`config.mk`:
```
export PLATFORM = sky130hd
export DESIGN_NAME = wb_request_initiator_flat
export DESIGN_NICKNAME = d
export VERILOG_FILES = /design/src/rtl/wb_request_initiator_pkg.sv /design/src/rtl/wb_request_initiator_if.sv /design/src/rtl/wb_request_initiator_fifo.sv /design/src/rtl/wb_request_initiator.sv /design/src/flat_wrapper.sv
export SDC_FILE = /design/constraint.sdc
export NUM_CORES = 1
export LEC_CHECK = 0
export ABC_CLOCK_PERIOD_IN_PS = 8300
export CAP_MARGIN = 0
export CORE_AREA = 2 2 241 243
export DETAILED_ROUTE_END_ITERATION = 8
export DIE_AREA = 0 0 243 245
export PLACE_DENSITY_LB_ADDON = 0.3
export REMOVE_ABC_BUFFERS = 1
export SYNTH_ARGS = -nofsm -noshare
export SYNTH_HDL_FRONTEND = slang
export SYNTH_SLANG_ARGS = --single-unit
```
`constraint.sdc`:
```
create_clock -name clk -period 8.3 [get_ports clk]
set_input_delay 1.66 -clock clk [delete_from_list [all_inputs] [get_ports clk]]
set_output_delay 1.66 -clock clk [all_outputs]
set_load 0.01 [all_outputs]
```
`src/rtl/wb_request_initiator_pkg.sv`:
```
// wb_initiator_pkg: shared FSM state, request type and abort data for the Wishbone request initiator.
// The top's optional timeout abort is enabled by defining WB_TIMEOUT_EN.
package wb_initiator_pkg;

    typedef enum logic [1:0] {
        IDLE = 2'd0,
        BUS  = 2'd1,
        RESP = 2'd2
    } state_t;

    localparam int WB_ADDR_WIDTH = 32;
    localparam int WB_DATA_WIDTH = 32;

    // Default-width request; the top re-declares it at its own widths for the FIFO.
    typedef struct packed {
        logic                     we;
        logic [WB_ADDR_WIDTH-1:0] addr;
        logic [WB_DATA_WIDTH-1:0] data;
    } wb_req_t;

    localparam logic [WB_DATA_WIDTH-1:0] RSP_ABORT_DATA = '0;

endpackage

```
`src/rtl/wb_request_initiator_if.sv`:
```
// wb_request_initiator_if: Wishbone B4 classic single-beat bus between initiator (master) and responder (slave).
interface wb_request_initiator_if #(
    parameter int ADDR_WIDTH = 32,
    parameter int DATA_WIDTH = 32
);

    logic                  cyc_o;
    logic                  stb_o;
    logic                  we_o;
    logic [ADDR_WIDTH-1:0] addr_o;
    logic [DATA_WIDTH-1:0] data_o;
    logic [DATA_WIDTH-1:0] data_i;
    logic                  ack_i;

    modport master (
        output cyc_o, stb_o, we_o, addr_o, data_o,
        input  data_i, ack_i
    );

    modport slave (
        input  cyc_o, stb_o, we_o, addr_o, data_o,
        output data_i, ack_i
    );

endinterface

```
`src/rtl/wb_request_initiator_fifo.sv`:
```
// wb_req_fifo: synchronous request FIFO with full/empty flags and async active-low reset.
module wb_req_fifo
    import wb_initiator_pkg::*;
#(
    parameter int  DEPTH = 4,
    parameter type T     = wb_req_t
) (
    input  logic clk,
    input  logic rst_n,
    input  logic push_i,
    input  T     din_i,
    input  logic pop_i,
    output T     dout_o,
    output logic full_o,
    output logic empty_o
);

    localparam int PW = $clog2(DEPTH);

    T                mem_q [DEPTH];
    logic [PW-1:0]   wr_q;
    logic [PW-1:0]   rd_q;
    logic [PW:0]     cnt_q;

    // Callers only push when not full and pop when not empty.
    always_ff @(posedge clk or negedge rst_n) begin
        if (!rst_n) begin
            wr_q  <= '0;
            rd_q  <= '0;
            cnt_q <= '0;
        end else begin
            wr_q  <= push_i ? wr_q + 1'b1 : wr_q;
            rd_q  <= pop_i ? rd_q + 1'b1 : rd_q;
            cnt_q <= cnt_q + (PW+1)'(push_i) - (PW+1)'(pop_i);
        end
    end

    always_ff @(posedge clk) begin
        if (push_i) mem_q[wr_q] <= din_i;
    end

    assign dout_o  = mem_q[rd_q];
    assign full_o  = cnt_q == (PW+1)'(DEPTH);
    assign empty_o = cnt_q == '0;

endmodule

```
`src/rtl/wb_request_initiator.sv`:
```
// wb_request_initiator: Wishbone B4 classic initiator issuing queued single-beat requests, one at a time.
// Define WB_TIMEOUT_EN to abort a bus cycle after TIMEOUT_CYCLES cycles without ack.
module wb_request_initiator
    import wb_initiator_pkg::*;
#(
    parameter int ADDR_WIDTH     = 32,
    parameter int DATA_WIDTH     = 32,
    parameter int REQ_DEPTH      = 4,
    parameter int TIMEOUT_CYCLES = 255
) (
    input  logic                  clk,
    input  logic                  rst_n,
    input  logic                  req_valid_i,
    output logic                  req_ready_o,
    input  logic                  req_we_i,
    input  logic [ADDR_WIDTH-1:0] req_addr_i,
    input  logic [DATA_WIDTH-1:0] req_data_i,
    output logic                  rsp_valid_o,
    input  logic                  rsp_ready_i,
    output logic [DATA_WIDTH-1:0] rsp_data_o,
    output logic                  rsp_err_o,
    output logic                  busy_o,
    wb_request_initiator_if.master wb
);

    localparam logic [1:0] ST_IDLE = IDLE;
    localparam logic [1:0] ST_BUS  = BUS;
    localparam logic [1:0] ST_RESP = RESP;

    if (REQ_DEPTH < 2 || (REQ_DEPTH & (REQ_DEPTH - 1)) != 0 || TIMEOUT_CYCLES < 1) begin : g_bad_cfg
        $error("wb_request_initiator: REQ_DEPTH must be a power of two >= 2 and TIMEOUT_CYCLES >= 1");
    end

    typedef struct packed {
        logic                  we;
        logic [ADDR_WIDTH-1:0] addr;
        logic [DATA_WIDTH-1:0] data;
    } req_t;

    logic [1:0]            state_q, state_d;
    req_t                  req_q, req_d, fifo_dout;
    logic [DATA_WIDTH-1:0] rsp_data_q, rsp_data_d;
    logic                  rsp_err_q, rsp_err_d;
    logic                  pop, full, empty, timeout;

    wb_req_fifo #(
        .DEPTH (REQ_DEPTH),
        .T     (req_t)
    ) u_fifo (
        .clk     (clk),
        .rst_n   (rst_n),
        .push_i  (req_valid_i & ~full),
        .din_i   (req_t'{req_we_i, req_addr_i, req_data_i}),
        .pop_i   (pop),
        .dout_o  (fifo_dout),
        .full_o  (full),
        .empty_o (empty)
    );

`ifdef WB_TIMEOUT_EN
    localparam int TW = $clog2(TIMEOUT_CYCLES + 1);
    logic [TW-1:0] tmo_q, tmo_d;
    // Counts completed BUS cycles; an ack in the limit cycle still wins.
    assign timeout = (tmo_q == TW'(TIMEOUT_CYCLES - 1)) & ~wb.ack_i;
    always_comb tmo_d = (state_q == ST_BUS) ? tmo_q + 1'b1 : '0;
    always_ff @(posedge clk or negedge rst_n) begin
        if (!rst_n) tmo_q <= '0;
        else        tmo_q <= tmo_d;
    end
`else
    assign timeout = 1'b0;
`endif

    always_comb begin
        state_d    = state_q;
        req_d      = req_q;
        rsp_data_d = rsp_data_q;
        rsp_err_d  = rsp_err_q;
        pop        = 1'b0;
        case (state_q)
            ST_IDLE: begin
                if (!empty) begin
                    pop     = 1'b1;
                    req_d   = fifo_dout;
                    state_d = ST_BUS;
                end
            end
            ST_BUS: begin
                if (wb.ack_i || timeout) begin
                    rsp_data_d = (wb.ack_i && !req_q.we) ? wb.data_i : DATA_WIDTH'(RSP_ABORT_DATA);
                    rsp_err_d  = timeout;
                    state_d    = ST_RESP;
                end
            end
            ST_RESP: state_d = rsp_ready_i ? ST_IDLE : ST_RESP;
            default: state_d = ST_IDLE;
        endcase
    end

    always_ff @(posedge clk or negedge rst_n) begin
        if (!rst_n) begin
            state_q    <= ST_IDLE;
            req_q      <= '0;
            rsp_data_q <= '0;
            rsp_err_q  <= 1'b0;
        end else begin
            state_q    <= state_d;
            req_q      <= req_d;
            rsp_data_q <= rsp_data_d;
            rsp_err_q  <= rsp_err_d;
        end
    end

    // Bus qualifiers are forced low outside a cycle so idle bus lines stay quiet.
    assign wb.cyc_o    = state_q == ST_BUS;
    assign wb.stb_o    = wb.cyc_o;
    assign wb.we_o     = wb.cyc_o & req_q.we;
    assign wb.addr_o   = wb.cyc_o ? req_q.addr : '0;
    assign wb.data_o   = wb.cyc_o ? req_q.data : '0;

    assign req_ready_o = ~full;
    assign rsp_valid_o = state_q == ST_RESP;
    assign rsp_data_o  = rsp_data_q;
    assign rsp_err_o   = rsp_err_q;
    assign busy_o      = (state_q != ST_IDLE) | ~empty;

endmodule
```
`src/flat_wrapper.sv`:
```
// flat-port wrapper written by rule: the top's interface ports become plain ports
module wb_request_initiator_flat import wb_initiator_pkg::*;
#(
    parameter int ADDR_WIDTH     = 32,
    parameter int DATA_WIDTH     = 32,
    parameter int REQ_DEPTH      = 4,
    parameter int TIMEOUT_CYCLES = 255
)
  (clk, rst_n, req_valid_i, req_ready_o, req_we_i, req_addr_i, req_data_i, rsp_valid_o, rsp_ready_i, rsp_data_o, rsp_err_o, busy_o, wb_cyc_o, wb_stb_o, wb_we_o, wb_addr_o, wb_data_o, wb_data_i, wb_ack_i);
  wb_request_initiator_if #(.ADDR_WIDTH(ADDR_WIDTH), .DATA_WIDTH(DATA_WIDTH)) wb_i ();
  input  logic clk;
  input  logic rst_n;
  input  logic req_valid_i;
  output logic req_ready_o;
  input  logic req_we_i;
  input  logic [ADDR_WIDTH-1:0] req_addr_i;
  input  logic [DATA_WIDTH-1:0] req_data_i;
  output logic rsp_valid_o;
  input  logic rsp_ready_i;
  output logic [DATA_WIDTH-1:0] rsp_data_o;
  output logic rsp_err_o;
  output logic busy_o;
  output wire logic [$bits(wb_i.cyc_o)-1:0] wb_cyc_o;
  output wire logic [$bits(wb_i.stb_o)-1:0] wb_stb_o;
  output wire logic [$bits(wb_i.we_o)-1:0] wb_we_o;
  output wire logic [$bits(wb_i.addr_o)-1:0] wb_addr_o;
  output wire logic [$bits(wb_i.data_o)-1:0] wb_data_o;
  input wire logic [$bits(wb_i.data_i)-1:0] wb_data_i;
  input wire logic [$bits(wb_i.ack_i)-1:0] wb_ack_i;
  assign wb_cyc_o = wb_i.cyc_o;
  assign wb_stb_o = wb_i.stb_o;
  assign wb_we_o = wb_i.we_o;
  assign wb_addr_o = wb_i.addr_o;
  assign wb_data_o = wb_i.data_o;
  assign wb_i.data_i = wb_data_i;
  assign wb_i.ack_i = wb_ack_i;
  wb_request_initiator #(.ADDR_WIDTH(ADDR_WIDTH), .DATA_WIDTH(DATA_WIDTH), .REQ_DEPTH(REQ_DEPTH), .TIMEOUT_CYCLES(TIMEOUT_CYCLES)) u_core (.clk(clk), .rst_n(rst_n), .req_valid_i(req_valid_i), .req_ready_o(req_ready_o), .req_we_i(req_we_i), .req_addr_i(req_addr_i), .req_data_i(req_data_i), .rsp_valid_o(rsp_valid_o), .rsp_ready_i(rsp_ready_i), .rsp_data_o(rsp_data_o), .rsp_err_o(rsp_err_o), .busy_o(busy_o), .wb(wb_i));
endmodule
```
==> results of run 1 <==
==> worst min-delay path, stage by stage, from the launching register on <==
cell     delay [ns]
dfrtp_1        0.34
nand2_1        0.05
o21ai_0        0.06
==> metrics by stage <==
step	hold slack (ns)	power, mW
after floorplan	0.471	4.16
after global placement	0.465	5.13
after detailed placement	0.469	5.17
after CTS	0.482	7.19
after global routing	0.495	7.44
final	0.475	7.01
==> per-layer routing <==
metal	global-route usage, %	share of wire [%]	up-vias
met5	0	0.18	-
met4	3.66	2.3	10
met3	3.12	6.1	65
met2	17.7	48	193
met1	13.2	44	3576
li1	-	-	3220
==> where the power goes <==
group	switching [mW]	total (mW)	internal, mW
Clock	0.764	1.97	1.21
Combinational	0.974	2.22	1.24
Sequential	0.295	2.82	2.53
Total	2.03	7.01	4.98
==> area by class of cell <==
| type | count | area (sq um) |
|---|---|---|
| timing repair buffer | 210 | 2090 |
| tap | 765 | 957 |
| sequential | 366 | 10500 |
| clock buffer | 55 | 1190 |
| clock inverter | 27 | 294 |
| multi-input combinational | 323 | 3360 |
| fill | 5563 | 38600 |
| inverter | 8 | 30.0 |
==> path summary, 6_finish.rpt <==
kind,endpoint,slack [ns],cells past startpoint
min in group asynchronous,u_core.req_q[51],1.04,1
worst min-delay path,u_core.rsp_data_o[9],0.48,2
worst max-delay path,wb_data_o[0],3.86,4
worst max register to register,u_core.u_fifo.cnt_q[2],5.23,9
worst min register to register,u_core.rsp_data_o[9],0.48,2
max in group asynchronous,u_core.req_q[53],5.94,2
==> layout by cell type (no fill, tap or decap), types with 2 or more instances in the layout <==
cell type | Yosys | routed
and2_1 | 69 | 65
and2_4 | 0 | 4
buf_4 | 3 | 7
bufinv_16 | 0 | 6
clkbuf_1 | 19 | 7
clkbuf_16 | 0 | 45
clkbuf_8 | 0 | 3
clkdlybuf4s50_1 | 0 | 202
clkinv_1 | 0 | 7
clkinv_2 | 0 | 9
clkinv_4 | 0 | 2
dfrtp_1 | 106 | 104
dfrtp_4 | 0 | 2
edfxtp_1 | 260 | 260
ha_1 | 6 | 6
inv_1 | 8 | 8
inv_6 | 0 | 2
mux2_2 | 66 | 66
mux4_2 | 65 | 65
nand2_1 | 35 | 34
nand2b_1 | 35 | 35
nor2_1 | 2 | 2
o21ai_0 | 33 | 33
xnor2_1 | 5 | 5
==> logic make-up (layout without fill, tap and decap cells) <==
logic type / after synthesis / after routing / share of synthesized area (%)
other: 1 / 1 / 0.0267
and+or+nand+nor: 145 / 145 / 5.79
adders and majority gates: 7 / 7 / 0.676
buffers and inverters: 49 / 300 / 1.86
AOI/OAI and AO/OA: 34 / 34 / 1.23
xor gates and xnor gates: 5 / 5 / 0.311
muxes: 131 / 131 / 15.7
DFF: 366 / 366 / 74.4
==> state kept, by name, indices dropped and copies added, names as in the netlist <==
name                 count
u_core.u_fifo.cnt_q      3
u_core.u_fifo.wr_q       2
u_core.u_fifo.mem_q    260
u_core.u_fifo.rd_q       2
u_core.state_q           2
u_core.rsp_data_o       32
u_core.req_q            65
==> results_dict.tcl, run 1 <==
set metrics [dict create \
    status "finished clean" \
    rows 88 \
    clockBufferDepth 3 \
    synth-edff-count 260 \
    fmax_ghz 0.225 \
    yosys_warnings 0 \
    ant_nets 0 \
    finalSetupViolCount 0 \
    finalHoldViolCount 0 \
    crit_path_max_incr_delay_ns 0.54 \
    nets 1062 \
    reg2reg_from "u_core.u_fifo.cnt_q[0]" \
    port_buffers 203 \
    start_util_pct 24.6 \
    grtUsageTotal_pct 10.6 \
    synth.cell_area_sq_mm 0.0141 \
    stdcell_count 1754 \
    yosysTopAreaCell "edfxtp_1" \
    place_ws_ns 3.92 \
    cp.required_ns 6.64 \
    yosysSeqAreaShare_pct 74.4 \
    path_class "reg2out" \
    drc_errors 0 \
    die_w_um 243 \
    grt_max_degree 69 \
    relSlewSlack_pct 27.3 \
    critPathMaxFanout 37 \
    slowest_stage "clkdlybuf4s50_1" \
    clk_pin_slew_worst_paths_ns 0.05 \
    drv_slew 0 \
    fp.dieH_um 245 \
    synthFlopType "edfxtp_1" \
    path_delay_family "buffers and inverters" \
    cts_root_buf "clkbuf_16" \
    arrival_ns 2.78 \
    areaGrowthSynthToFinish_pct 30.8 \
    grt_pass1_wl_um 47600 \
    first_iter_violations 314 \
    hp-class "reg2reg" \
    placed_area_sq_mm 0.0169 \
    avgSynthCellArea_sq_um 19.0 \
    tightest_slew_ns 1.09 \
    maxCapViolCount 0 \
    period_needed_ns 4.44 \
    core_area_sq_mm 0.0570 \
    placed_cells 1672 \
    overflow 0 \
    end_kind "primary output" \
    diodes 0 \
    p_per_area_mw_per_mm2 381 \
    place_hpwl_um 18600 \
    synth_top_cells_by_count "edfxtp_1, dfrtp_1, and2_1" \
    design_area_sq_mm 0.0184 \
    syn_inst 738 \
    startpoint "u_core.state_q[1]" \
    via_per_inst 4.03 \
    fin_ws_ns 3.86 \
    io_pins 205 \
    yosys-top-cells-area "edfxtp_1, dfrtp_1, mux4_2" \
    yosysMostFrequentCell "edfxtp_1" \
    leakage_nw 6.40 \
    final_core_util_pct 32.2 \
    grt_pass1_vias 7626 \
    crit_buf_inv 2 \
    clkSinkCount 366 \
    antenna_found_initial 6 \
    fin_skew_ns 0.0116 \
    drive_gt1_share_pct 21.7 \
    ir_drop_mv 0.199 \
    synthArstFlopShare_pct 29.0 \
    dieArea_sq_mm 0.0595 \
    dr.pass1.iters 4 \
    tns_ns 0 \
    cts_resized 0 \
    crit_chain "nor2b_4, buf_4, and2_1, clkdlybuf4s50_1" \
    clock_latency_ns 0.56 \
    hold_buffers 0 \
    htreeDepth 2 \
    cts_setup_buffers 0 \
    vias 7064 \
    ys_ff_latch 366 \
    cp-start-kind "register" \
    cts_made_buffers 44 \
    wl_per_cell_um 18.0 \
    drt-total-wl_um 31600 \
    finalWeightedCongestion 0.738 \
    rsz0062_at_grt "false" \
    synth.distinct_cells 25 \
    cts_tree "done" \
    yosysTopAreaCellShare_pct 55.5 \
    min_from "u_core.rsp_data_o[9]" \
    period_share_pct 53.5 \
]
Power figures use the tool's default switching activity.
==> inputs of run 2 (changes only) <==
--- a/config.mk
+++ b/config.mk
@@ -5,7 +5,7 @@
 export SDC_FILE = /design/constraint.sdc
 export NUM_CORES = 1
 export LEC_CHECK = 0
-export ABC_CLOCK_PERIOD_IN_PS = 8300
+export ABC_CLOCK_PERIOD_IN_PS = 4140
 export CAP_MARGIN = 0
 export CORE_AREA = 2 2 241 243
 export DETAILED_ROUTE_END_ITERATION = 8
==> constraint.sdc (replaced) <==
create_clock -name clk -period 4.14 [get_ports clk]
set_input_delay 0.828 -clock clk [delete_from_list [all_inputs] [get_ports clk]]
set_output_delay 0.828 -clock clk [all_outputs]
set_load 0.01 [all_outputs]
==> results_dict.tcl, run 2 (same netlist as run 1, synthesis figures left out) <==
set metrics [dict create \
    antenna_found_initial 5 \
    crit_chain "nor2b_4, buf_4, and2_1, clkdlybuf4s50_1" \
    cp-start-kind "register" \
    via_per_inst 4.08 \
    cp.required_ns 3.31 \
    first_iter_violations 308 \
    path_class "reg2out" \
    dieArea_sq_mm 0.0595 \
    relSlewSlack_pct 24.1 \
    final_cell_mix "edfxtp_1, clkdlybuf4s50_1, dfrtp_1" \
    drv_slew 0 \
    maxCapViolCount 0 \
    largest_reg_flops 260 \
    arrival_ns 2.19 \
    grt_max_degree 82 \
    cts_tree "done" \
    grt_pass1_wl_um 48500 \
    clkSinkCount 366 \
    drive_gt1_share_pct 22.2 \
    place_ws_ns 1.31 \
    p_per_area_mw_per_mm2 752 \
    crit_path_max_incr_delay_ns 0.54 \
    rsz0062_at_grt "false" \
    critPathMaxFanout 40 \
    fmax_ghz 0.332 \
    htreeDepth 2 \
    cts_resized 0 \
    leakage_nw 6.40 \
    clock_latency_ns 0.55 \
    start_util_pct 24.6 \
    port_buffers 203 \
    dr.pass1.iters 4 \
    placed_cells 1682 \
    cts_root_buf "clkbuf_16" \
    tns_ns 0 \
    ir_drop_mv 0.318 \
    cts_setup_buffers 0 \
    largest_register "u_core.u_fifo.mem_q" \
    clockBufferDepth 3 \
    core_area_sq_mm 0.0570 \
    hp-class "in2async" \
    final_core_util_pct 32.3 \
    finalSetupViolCount 0 \
    period_needed_ns 3.02 \
    fp.dieH_um 245 \
    hold_buffers 0 \
    grtUsageTotal_pct 10.8 \
    worst_hold_slack_ns 0.397 \
    die_w_um 243 \
    vias 7180 \
    place_hpwl_um 19200 \
    fin_skew_ns 0.0164 \
    finalHoldViolCount 0 \
    wl_per_cell_um 18.0 \
    io_pins 205 \
    startpoint "u_core.state_q[1]" \
    reg2reg_from "u_core.u_fifo.rd_q[0]" \
    drt-total-wl_um 31800 \
    areaGrowthSynthToFinish_pct 31.0 \
    fin_ws_ns 1.12 \
    design_area_sq_mm 0.0184 \
    slowest_stage "clkdlybuf4s50_1" \
    status "finished clean" \
    placed_area_sq_mm 0.0170 \
    end_kind "primary output" \
    path_delay_family "buffers and inverters" \
    nets 1070 \
    drc_errors 0 \
    stdcell_count 1761 \
    period_share_pct 72.8 \
    final_common_cell "edfxtp_1" \
    total_power_mw 13.8 \
    rows 88 \
    overflow 0 \
    tightest_slew_ns 1.14 \
    crit_buf_inv 2 \
    grt_pass1_vias 7753 \
    clk_pin_slew_worst_paths_ns 0.05 \
    finalWeightedCongestion 0.771 \
    ant_nets 0 \
    cts_made_buffers 42 \
]
[run 2: where the power goes]
| part | total (mW) | internal (mW) | switching [mW] |
|---|---|---|---|
| Clock | 3.66 | 2.21 | 1.45 |
| Sequential | 5.68 | 5.05 | 0.622 |
| Combinational | 4.52 | 2.56 | 1.95 |
| Total | 13.8 | 9.83 | 4.02 |
[run 2: layout make-up]
type                    instances  area, sq um
inverters                       8         30.0
multi-input cells             323         3360
diodes                          2         5.00
clock buffers                  62         1250
repair buffers                220         2210
flip-flops and latches        366        10500
well taps                     765          957
fillers                      5582        38600
clock inverters                15          139
[run 2: final timing paths]
kind                                         endpoint  slack (ns)  cells past startpoint
worst max-delay path                     wb_addr_o[7]        1.12                      4
worst max register to register       u_core.req_q[49]        1.80                      3
max in group asynchronous            u_core.req_q[21]        2.97                      2
worst min register to register  u_core.rsp_data_o[26]        0.47                      2
min in group clk                u_core.rsp_data_o[26]        0.47                      2
worst min-delay path            u_core.rsp_data_o[20]        0.40                      1
[run 2: layer usage]
metal	track usage, %	routed length, um
met5	0	55
met4	3.03	564
met3	3.39	2090
met2	18.1	15500
met1	13.4	13600
==> inputs of run 3 (changes only) <==
--- a/config.mk
+++ b/config.mk
@@ -5,7 +5,7 @@
 export SDC_FILE = /design/constraint.sdc
 export NUM_CORES = 1
 export LEC_CHECK = 0
-export ABC_CLOCK_PERIOD_IN_PS = 4140
+export ABC_CLOCK_PERIOD_IN_PS = 2700
 export CAP_MARGIN = 0
 export CORE_AREA = 2 2 241 243
 export DETAILED_ROUTE_END_ITERATION = 8
==> constraint.sdc (replaced) <==
create_clock -name clk -period 2.7 [get_ports clk]
set_input_delay 0.54 -clock clk [delete_from_list [all_inputs] [get_ports clk]]
set_output_delay 0.54 -clock clk [all_outputs]
set_load 0.01 [all_outputs]
==> results_dict.tcl, run 3 (same netlist as run 1, synthesis figures left out) <==
set metrics [dict create \
    vias 7276 \
    final_cell_mix "edfxtp_1, clkdlybuf4s50_1, dfrtp_1" \
    wl_per_cell_um 18.9 \
    nets 1087 \
    grt_max_degree 68 \
    die_w_um 243 \
    end_kind "primary output" \
    hp-class "reg2reg" \
    fillers 5615 \
    crit_buf_inv 1 \
    leakage_nw 6.79 \
    crit_path_max_incr_delay_ns 0.49 \
    start_util_pct 24.6 \
    grt_pass1_wl_um 51000 \
    antenna_found_initial 7 \
    drt-total-wl_um 33700 \
    fin_skew_ns 0.0255 \
    drc_errors 0 \
    via_per_inst 4.09 \
    clock_latency_ns 0.57 \
    period_needed_ns 2.60 \
    finalSetupViolCount 0 \
    rsz0062_at_grt "false" \
    fin_ws_ns 0.102 \
    first_iter_violations 261 \
    final_core_util_pct 32.8 \
    cts_root_buf "clkbuf_16" \
    largest_register "u_core.u_fifo.mem_q" \
    clk_pin_slew_worst_paths_ns 0.06 \
    final_common_cell "edfxtp_1" \
    cp.required_ns 2.16 \
    place_hpwl_um 19400 \
    overflow 0 \
    ir_drop_mv 0.496 \
    largest_reg_flops 260 \
    grtUsageTotal_pct 11.5 \
    grt_pass1_vias 7943 \
    areaGrowthSynthToFinish_pct 32.9 \
    place_ws_ns 0.427 \
    dieArea_sq_mm 0.0595 \
    fmax_ghz 0.385 \
    dr.pass1.iters 4 \
    clockBufferDepth 3 \
    drive_gt1_share_pct 23.6 \
    htreeDepth 2 \
    cts_tree "done" \
    core_area_sq_mm 0.0570 \
    io_pins 205 \
    fp.dieH_um 245 \
    p_per_area_mw_per_mm2 1160 \
    ant_nets 0 \
    arrival_ns 2.06 \
    slowest_stage "clkdlybuf4s50_1" \
    rows 88 \
    drv_slew 0 \
    path_delay_family "simple AND/OR/NAND/NOR gates" \
    relSlewSlack_pct 56.0 \
    status "finished clean" \
    tightest_slew_ns 0.659 \
    finalWeightedCongestion 0.761 \
    period_share_pct 96.2 \
    finalHoldViolCount 0 \
    cp-start-kind "register" \
    clkSinkCount 366 \
    port_buffers 203 \
    critPathMaxFanout 3 \
    cts_made_buffers 42 \
    path_class "reg2out" \
    crit_chain "or3_1, nand2b_1, clkdlybuf4s50_1" \
    maxCapViolCount 0 \
]
## run 3: power by group
| group | switching [mW] | internal [mW] |
|---|---|---|
| clock network | 2.34 | 3.40 |
| logic | 3.38 | 3.96 |
| registers | 0.795 | 7.75 |
## run 3: per-stage QoR
step                      instance area, sq um  setup TNS, ns  hold slack [ns]  power [mW]  instances
final                                    18700              0            0.477        21.6       1779
after global routing                     18700              0            0.506        22.9       1777
after CTS                                18700              0            0.483        22.2       1776
after detailed placement                 17300              0            0.470        16.3       1693
after global placement                   17300              0            0.462        16.2       1693
after floorplan                          13800        -137.51            0.244        12.8        697
## run 3: routing by layer
layer  part of all wire [%]  vias up  track usage [%]
li1                       -     3279                -
met1                     45     3743             15.0
met2                     46      181             18.4
met3                    5.7       67             3.02
met4                    2.9        6             4.08
met5                   0.11        -                0
## run 3: tightest hold or removal path, stage by stage, from the launching register on
cell	delay [ns]
dfrtp_1	0.34
nand2_1	0.04
o21ai_0	0.06
## run 3: layout make-up
cell class | instances | area [sq um] | area share (%)
diodes | 2 | 5.00 | 0.0268
clock buffers | 52 | 1140 | 6.09
clock inverters | 26 | 260 | 1.39
inverters | 8 | 30.0 | 0.161
multi-input cells | 323 | 3360 | 18.0
flip-flops and latches | 366 | 10500 | 56.0
well taps | 765 | 957 | 5.12
repair buffers | 237 | 2460 | 13.2
## run 3: final timing paths
kind / startpoint / cells after the start / slack (ns) / endpoint
worst min register to register: u_core.rsp_data_o[3] / 2 / 0.48 / u_core.rsp_data_o[3]
worst max register to register: u_core.u_fifo.cnt_q[0] / 9 / 0.45 / u_core.u_fifo.cnt_q[2]
worst max-delay path: u_core.u_fifo.cnt_q[0] / 3 / 0.10 / busy_o
worst min-delay path: u_core.rsp_data_o[3] / 2 / 0.48 / u_core.rsp_data_o[3]
min in group asynchronous: rst_n / 2 / 0.57 / u_core.rsp_data_o[18]
max in group asynchronous: rst_n / 3 / 1.39 / u_core.rsp_data_o[3]
## run 3: what timing repair did
action	4_1_cts	5_1_grt
gates resized for setup	67	0
endpoints found under the setup margin	65	2
hold buffers	1	0
buffers inserted	2	1
gates cloned	2	0
endpoints found under the hold margin	16	0
